$ cat config.mk
export PLATFORM = sky130hd
export DESIGN_NAME = alu_pwr_seq_flat
export DESIGN_NICKNAME = d
export VERILOG_FILES = /design/src/rtl/alu_pwr_seq_if.sv /design/src/rtl/alu_pwr_seq.sv /design/src/flat_wrapper.sv
export SDC_FILE = /design/constraint.sdc
export NUM_CORES = 1
export LEC_CHECK = 0
export ABC_CLOCK_PERIOD_IN_PS = 1700
export CAP_MARGIN = 10
export CORE_MARGIN = 2
export CORE_UTILIZATION = 45
export DETAILED_ROUTE_END_ITERATION = 7
export GPL_ROUTABILITY_DRIVEN = 1
export GPL_TIMING_DRIVEN = 0
export PLACE_DENSITY = 0.73
export SLEW_MARGIN = 30
export SYNTH_ARGS = -nofsm -noshare
export SYNTH_HDL_FRONTEND = slang
export SYNTH_SLANG_ARGS = --single-unit
export TNS_END_PERCENT = 5
$ cat constraint.sdc
create_clock -name clk -period 1.7 [get_ports clk]
set_input_delay 0.425 -clock clk [delete_from_list [all_inputs] [get_ports clk]]
set_output_delay 0.425 -clock clk [all_outputs]
set_load 0.01 [all_outputs]
$ cat src/rtl/alu_pwr_seq_if.sv
// Signal bundle between the always-on power sequencer (master) and the ALU wrapper (slave).
interface alu_pwr_seq_if;
  logic       pd_req;
  logic       pu_req;
  logic       alu_busy;
  logic       alu_pwr_en;
  logic       iso_en;
  logic       alu_rst_n;
  logic       pd_ack;
  logic       pu_ack;
  logic       err;
  logic [2:0] pwr_state;

  modport master (
    input  pd_req, pu_req, alu_busy,
    output alu_pwr_en, iso_en, alu_rst_n, pd_ack, pu_ack, err, pwr_state
  );

  modport slave (
    output pd_req, pu_req, alu_busy,
    input  alu_pwr_en, iso_en, alu_rst_n, pd_ack, pu_ack, err, pwr_state
  );
endinterface

$ cat src/rtl/alu_pwr_seq.sv
// ALU power-domain sequencer: orders isolation, supply enable and domain reset.
// Optional build macro PWR_DRAIN_TIMEOUT_EN: a DRAIN stuck on alu_busy aborts back to ON with an err pulse.
//
// state  | meaning
// OFF    | supply off, isolated, domain in reset; waits for pu_req
// ON     | domain powered and running; waits for pd_req
// DRAIN  | waiting for alu_busy to fall before isolating
// ISO    | isolation applied, supply still on (ISO_SETUP cycles)
// PWRUP  | supply on, domain reset held (PWR_SETTLE cycles)
// RSTREL | reset released, isolation still held (RST_HOLD cycles)
module alu_pwr_seq #(
  parameter int ISO_SETUP  = 2,
  parameter int PWR_SETTLE = 4,
  parameter int RST_HOLD   = 2,
  parameter int DRAIN_MAX  = 16,
  parameter int CNT_W      = 5
) (
  input  logic           clk,
  input  logic           rst_n,
  alu_pwr_seq_if.master  bus
);

  typedef enum logic [2:0] {
    S_OFF    = 3'd0,
    S_ON     = 3'd1,
    S_DRAIN  = 3'd2,
    S_ISO    = 3'd3,
    S_PWRUP  = 3'd4,
    S_RSTREL = 3'd5
  } state_t;

  localparam logic [CNT_W-1:0] LD_ISO    = CNT_W'(ISO_SETUP - 1);
  localparam logic [CNT_W-1:0] LD_PWRUP  = CNT_W'(PWR_SETTLE - 1);
  localparam logic [CNT_W-1:0] LD_RSTREL = CNT_W'(RST_HOLD - 1);
  localparam logic [CNT_W-1:0] LD_DRAIN  = CNT_W'(DRAIN_MAX - 1);
  localparam logic [CNT_W-1:0] CNT_ONE   = CNT_W'(1);

  state_t           state, state_nxt;
  logic [CNT_W-1:0] timer, timer_nxt;
  logic             pd_ack_nxt, pu_ack_nxt, err_nxt;

  // {alu_pwr_en, iso_en, alu_rst_n}; unknown codes decode as OFF so isolation is safe
  function automatic logic [2:0] drive(input state_t s);
    case (s)
      S_ON, S_DRAIN: drive = 3'b101;
      S_ISO:         drive = 3'b111;
      S_PWRUP:       drive = 3'b110;
      S_RSTREL:      drive = 3'b111;
      default:       drive = 3'b010;
    endcase
  endfunction

  always_comb begin
    state_nxt  = state;
    timer_nxt  = timer;
    pd_ack_nxt = 1'b0;
    pu_ack_nxt = 1'b0;
    err_nxt    = 1'b0;
    case (state)
      S_OFF: begin
        if (bus.pu_req) begin
          state_nxt = S_PWRUP;
          timer_nxt = LD_PWRUP;
        end
      end
      S_ON: begin
        if (bus.pd_req) begin
          state_nxt = S_DRAIN;
          timer_nxt = LD_DRAIN;
        end
      end
      S_DRAIN: begin
        if (!bus.alu_busy) begin
          state_nxt = S_ISO;
          timer_nxt = LD_ISO;
        end
`ifdef PWR_DRAIN_TIMEOUT_EN
        else if (timer == '0) begin
          state_nxt = S_ON;
          err_nxt   = 1'b1;
        end else begin
          timer_nxt = timer - CNT_ONE;
        end
`endif
      end
      S_ISO: begin
        if (timer == '0) begin
          state_nxt  = S_OFF;
          pd_ack_nxt = 1'b1;
        end else begin
          timer_nxt = timer - CNT_ONE;
        end
      end
      S_PWRUP: begin
        if (timer == '0) begin
          state_nxt = S_RSTREL;
          timer_nxt = LD_RSTREL;
        end else begin
          timer_nxt = timer - CNT_ONE;
        end
      end
      S_RSTREL: begin
        if (timer == '0) begin
          state_nxt  = S_ON;
          pu_ack_nxt = 1'b1;
        end else begin
          timer_nxt = timer - CNT_ONE;
        end
      end
      default: begin
        state_nxt = S_OFF;
        timer_nxt = '0;
      end
    endcase
  end

  // Outputs are registered from the next state so they always match the state register
  always_ff @(posedge clk) begin
    if (!rst_n) begin
      state                                       <= S_OFF;
      timer                                       <= '0;
      {bus.alu_pwr_en, bus.iso_en, bus.alu_rst_n} <= 3'b010;
      bus.pd_ack                                  <= 1'b0;
      bus.pu_ack                                  <= 1'b0;
      bus.err                                     <= 1'b0;
    end else begin
      state                                       <= state_nxt;
      timer                                       <= timer_nxt;
      {bus.alu_pwr_en, bus.iso_en, bus.alu_rst_n} <= drive(state_nxt);
      bus.pd_ack                                  <= pd_ack_nxt;
      bus.pu_ack                                  <= pu_ack_nxt;
      bus.err                                     <= err_nxt;
    end
  end

  assign bus.pwr_state = state;

endmodule
$ cat src/flat_wrapper.sv
// flat-port wrapper written by rule: the top's interface ports become plain ports
module alu_pwr_seq_flat 
#(
  parameter int ISO_SETUP  = 2,
  parameter int PWR_SETTLE = 4,
  parameter int RST_HOLD   = 2,
  parameter int DRAIN_MAX  = 16,
  parameter int CNT_W      = 5
)
  (clk, rst_n, bus_pd_req, bus_pu_req, bus_alu_busy, bus_alu_pwr_en, bus_iso_en, bus_alu_rst_n, bus_pd_ack, bus_pu_ack, bus_err, bus_pwr_state);
  alu_pwr_seq_if bus_i ();
  input  logic clk;
  input  logic rst_n;
  input wire logic [$bits(bus_i.pd_req)-1:0] bus_pd_req;
  input wire logic [$bits(bus_i.pu_req)-1:0] bus_pu_req;
  input wire logic [$bits(bus_i.alu_busy)-1:0] bus_alu_busy;
  output wire logic [$bits(bus_i.alu_pwr_en)-1:0] bus_alu_pwr_en;
  output wire logic [$bits(bus_i.iso_en)-1:0] bus_iso_en;
  output wire logic [$bits(bus_i.alu_rst_n)-1:0] bus_alu_rst_n;
  output wire logic [$bits(bus_i.pd_ack)-1:0] bus_pd_ack;
  output wire logic [$bits(bus_i.pu_ack)-1:0] bus_pu_ack;
  output wire logic [$bits(bus_i.err)-1:0] bus_err;
  output wire logic [$bits(bus_i.pwr_state)-1:0] bus_pwr_state;
  assign bus_i.pd_req = bus_pd_req;
  assign bus_i.pu_req = bus_pu_req;
  assign bus_i.alu_busy = bus_alu_busy;
  assign bus_alu_pwr_en = bus_i.alu_pwr_en;
  assign bus_iso_en = bus_i.iso_en;
  assign bus_alu_rst_n = bus_i.alu_rst_n;
  assign bus_pd_ack = bus_i.pd_ack;
  assign bus_pu_ack = bus_i.pu_ack;
  assign bus_err = bus_i.err;
  assign bus_pwr_state = bus_i.pwr_state;
  alu_pwr_seq #(.ISO_SETUP(ISO_SETUP), .PWR_SETTLE(PWR_SETTLE), .RST_HOLD(RST_HOLD), .DRAIN_MAX(DRAIN_MAX), .CNT_W(CNT_W)) u_core (.clk(clk), .rst_n(rst_n), .bus(bus_i));
endmodule
# After elaboration in Yosys (flattened, before gate mapping)
# Cells that the tools add are included.
dict set report totals {
  reg_bits 13
  input_bits 5
  out_inout_bits 9
  word_cells 45
}
dict set report op_classes {
  addsub 1
  n_eq_ne 14
  mux 15
  n_reduce_logical 8
}
# operator n
set ops {}
lappend ops {{$mux 5} 5}
lappend ops {{$pmux 5 s5} 1}
lappend ops {{$mux 3} 6}
lappend ops {{$pmux 3 s6} 1}
lappend ops {{$eq 3x2->1 const B} 4}
lappend ops {{$eq 3x3->1 const B} 4}
lappend ops {{$pmux 3 s3} 1}
lappend ops {{$ne 2x2->1 const B} 4}
lappend ops {{$eq 3x1->1 const B} 2}
lappend ops {{$reduce_or 2->1} 3}
lappend ops {{$logic_not 5->1} 1}
lappend ops {{$sub 5x1->5 const B} 1}
lappend ops {{$reduce_and 2->1} 2}
lappend ops {{$reduce_and 4->1} 1}
lappend ops {{$logic_not 3->1} 1}
lappend ops {{$mux 1} 1}

# Logic depth before layout (Yosys ltp)
dict set report logic_depth {
  ltp_word 6
  mapped_depth 7
  ltp_nobuf 7
}

# Worst setup path after synthesis
# OpenSTA, ideal clock, no wires.
dict set report synth_timing {
  kind {flip-flop to flip-flop}
  from {register u_core.timer[0]}
  to {register u_core.timer[3]}
  setup_time_ps 122
  arrival_time_ps 1528
  required_ps 1578
  setup_slack_ps 50
  stages_incl_launch_ff 8
  n_path_buf 0
  synth_period_minus_slack_ps 1650
  cell_sequence {dfxtp_1 inv_1 ha_1 nor4b_4 nor3_2 a21oi_1 o21a_1 o311a_1}
}
dict set report synth_via {
  elab_chain_cells 3
  elab_cells_between_ends 7
  classes_between {1 x add/sub; 1 x eq/ne; 3 x mux; 2 x reduce/logical}
}
# element line_no
set synth_rtl {}
lappend synth_rtl {{from (decl)} alu_pwr_seq.sv:39} ;# logic [CNT_W-1:0] timer, timer_nxt;
lappend synth_rtl {{from (signal assigned)} alu_pwr_seq.sv:128} ;# timer <= timer_nxt;
lappend synth_rtl {{$sub 5x1->5 / $logic_not 5->1 (equally long branches)} --}
lappend synth_rtl {{$mux 5 (tied with other cells)} {alu_pwr_seq.sv:87, alu_pwr_seq.sv:103}}
lappend synth_rtl {{$pmux 5 s5 / $reduce_and 4->1 (equally long branches)} --}
# Several ways; a longest one is shown, not always the timed one. The select of a mux whose other input is x is not followed.
# A chain may end at the register's enable or synchronous reset.

# Worst setup path in the final report
dict set report layout_timing {
  from {input bus_pd_req}
  to {register u_core.timer[0]}
}
dict set report layout_via {
  elab_chain_cells 2
}
# element line_no
set layout_rtl {}
lappend layout_rtl {{from (decl)} flat_wrapper.sv:14} ;# input wire logic [$bits(bus_i.pd_req)-1:0] bus_pd_req;
lappend layout_rtl {{$ne 2x2->1 (no line)} --}
lappend layout_rtl {{$reduce_and 4->1 (no line)} --}
# Every way passes these cells.

==> flow_summary.toml <==
[finish]
drive_gt1_frac = 0.235
mostFrequentLayoutCells = "11 x clkdlybuf4s50_1, 10 x a21oi_1, 10 x dfxtp_1"
area_growth_pct = 32.7
fill_cells = 145
multiInputGateArea_um2 = 524
final_area_um2 = 1040
diodes = 0
layout_commonest_cell = "clkdlybuf4s50_1"
final_nets = 123
regArea_um2 = 269

[drt]
wire_per_inst_um = 13.9
routed_wl_mm = 1.84
drc_errors = 0
vias = 792
vias_per_cell = 6.00
drt_iter0_markers = 21
final_antenna_net_count = 0
drtPass1Iterations = 4

[sta]
rsz0062_at_grt = "yes"
finalHoldViolations = 0
skew_ns = 0.00367
finalCritPeriodShare = 1.01
setup-violations-final = 1
drv_slew = 0
fin_crit_ns = 1.71
hold_slack_ns = 0.545
fmax_ghz = 0.583
finalWorstSetupSlack_ns = -0.0138

[global_route]
grt_first_pass_wirelength_mm = 3.01
grt_pass1_vias = 667
grt-ovfl-total = 0
antenna_found_initial = 0
grt_usage = 0.205
grt_max_degree = 11

[synth]
syn_inst = 97
avgSynthCellArea_um2 = 8.07
synth_area_um2 = 783
synth_edf_count = 0
synthDistinctLibCells = 40
ys_ff_latch = 13
async_flop_share = 0
ys_seq_area_frac = 0.332
yosys_warnings = 0
ys.flop_type = "dfxtp_1"
syn_nets = 104

[worst_setup_path]
arrival_ns = 1.91
worst-path-buf-inv = 1
cp_num_cells = 6
slowest_stage = "clkdlybuf4s50_1"
r2r-start = "u_core.bus.pwr_state[0]"
crit_family = "buffers and inverters"
crit_path_end = "u_core.timer[0]"
path_max_fanout = 7
crit_type = "input pin to register"
r2r_slack_ns = 0.04
worstPathCellList = "clkdlybuf4s50_1, mux2i_4, nor2_2, a211oi_4, or3_1, a221oi_2"
max_stage_delay_ns = 0.55
crit_path_start_kind = "input pin"
crit_start = "bus_pd_req"
critPathCaptureType = "register"
reg2reg_depth = 6
rr_endpoint = "u_core.timer[1]"
required_ns = 1.90

[clock_network]
ctsLongestPathBuffers = 2
root_buffer = "clkbuf_4"
cts_tree = "done"
clk_latency_ns = 0.29
h-tree-depth = 1
clk_pin_slew_ns = 0.08
cts_buffers = 3
numClockSinks = 13
hold_buffers = 0

[pwr]
ir_drop_v = 0.000465
powerDensity_nw_per_um2 = 1020
leakagePower_uw = 0.000410

[status]
status = "complete, but fails checks"
violations = "negative setup slack"

[placement]
port_buffers = 12
dp_slack_ns = -0.353
gp_congestion = 0.870
place_hpwl_mm = 1.17
place_area_um2 = 925

[floorplan]
core-area_um2 = 1690
die_area_um2 = 2090
dieHeight_um = 45.7
io_pins = 14
fp.dieW_um = 45.7
row_count = 15
start_util = 0.464

[job]
maxCapViolCount = 0

[min_path]
min_path_type = "register to register"
-- flip-flops by register name, summed over array words and instances (netlist names) --
name,count
u_core.bus.alu_pwr_en,1
u_core.bus.alu_rst_n,1
u_core.bus.iso_en,1
u_core.bus.pd_ack,1
u_core.bus.pu_ack,1
u_core.bus.pwr_state,3
u_core.timer,5
-- cells in the mapped netlist, types with 2 or more instances --
| library cell | number | area, um2 |
|---|---|---|
| dfxtp_1 | 13 | 260 |
| a21oi_1 | 10 | 50.1 |
| nand2_1 | 9 | 33.8 |
| nor2_1 | 7 | 26.3 |
| inv_1 | 6 | 22.5 |
| o21ai_0 | 6 | 30.0 |
| nor3_1 | 4 | 20.0 |
| a221oi_1 | 3 | 26.3 |
| clkbuf_1 | 3 | 11.3 |
| ha_1 | 2 | 25.0 |
| nand2b_1 | 2 | 12.5 |
| nand3_1 | 2 | 10.0 |
| nor2b_1 | 2 | 12.5 |
| or3_1 | 2 | 12.5 |
-- layout make-up --
type / count / share of cell area
plain buffers: 7 / 0.0421
clock buffers: 4 / 0.0253
inverters: 6 / 0.0241
multi-input cells: 72 / 0.504
flip-flops and latches: 13 / 0.259
well taps: 17 / 0.0205
repair buffers: 13 / 0.125
-- worst min-delay path by stage --
stage | from | to | cells past startpoint
after floorplan | u_core.timer[4] | u_core.timer[4] | 1
after detailed placement | u_core.timer[4] | u_core.timer[4] | 1
after CTS | u_core.timer[4] | u_core.timer[4] | 1
final | u_core.timer[4] | u_core.timer[4] | 1
after global routing | u_core.timer[4] | u_core.timer[4] | 1
after global placement | u_core.timer[4] | u_core.timer[4] | 1
-- cell families after synthesis --
group	Yosys count	share of synthesized area
flops	13	0.332
fa+ha+maj	2	0.0319
buf+inv	13	0.0783
xor+xnor	1	0.0112
mux	1	0.0128
other cells	1	0.00479
compound gates	30	0.259
simple gates	36	0.270
-- report_power, final --
group	switching, uW	internal [uW]	leakage [uW]	total (uW)
sequential	40.0	347	0.000108	387
combinational	247	219	0.000287	466
clock	112	91.3	0.0000150	203
total	398	657	0.000410	1060
-- per-stage QoR --
stage | setup TNS [ns] | std cells | utilization | total power [uW]
after floorplan | 0 | 97 | - | 674
after global placement | -1.53 | 126 | 0.547 | 771
after detailed placement | -1.74 | 126 | 0.547 | 774
after CTS | -0.0137 | 131 | 0.579 | 1000
after global routing | -0.195 | 132 | 0.616 | 1130
final | -0.0138 | 132 | 0.616 | 1060
-- routing by layer --
layer | global-route usage | share of wire | up-vias
met3 | 0.0516 | 0.068 | 6
met5 | 0 | 0 | -
li1 | - | - | 389
met1 | 0.280 | 0.43 | 356
met2 | 0.282 | 0.47 | 41
met4 | 0.137 | 0.028 | 0
-- timing repair --
action,in CTS,in global routing
pin swaps,3,6
gates cloned,1,0
gates resized for setup,4,17
endpoints found under the setup margin,9,10
buffers inserted,0,1
No activity file was read; power rests on OpenSTA's default activity.
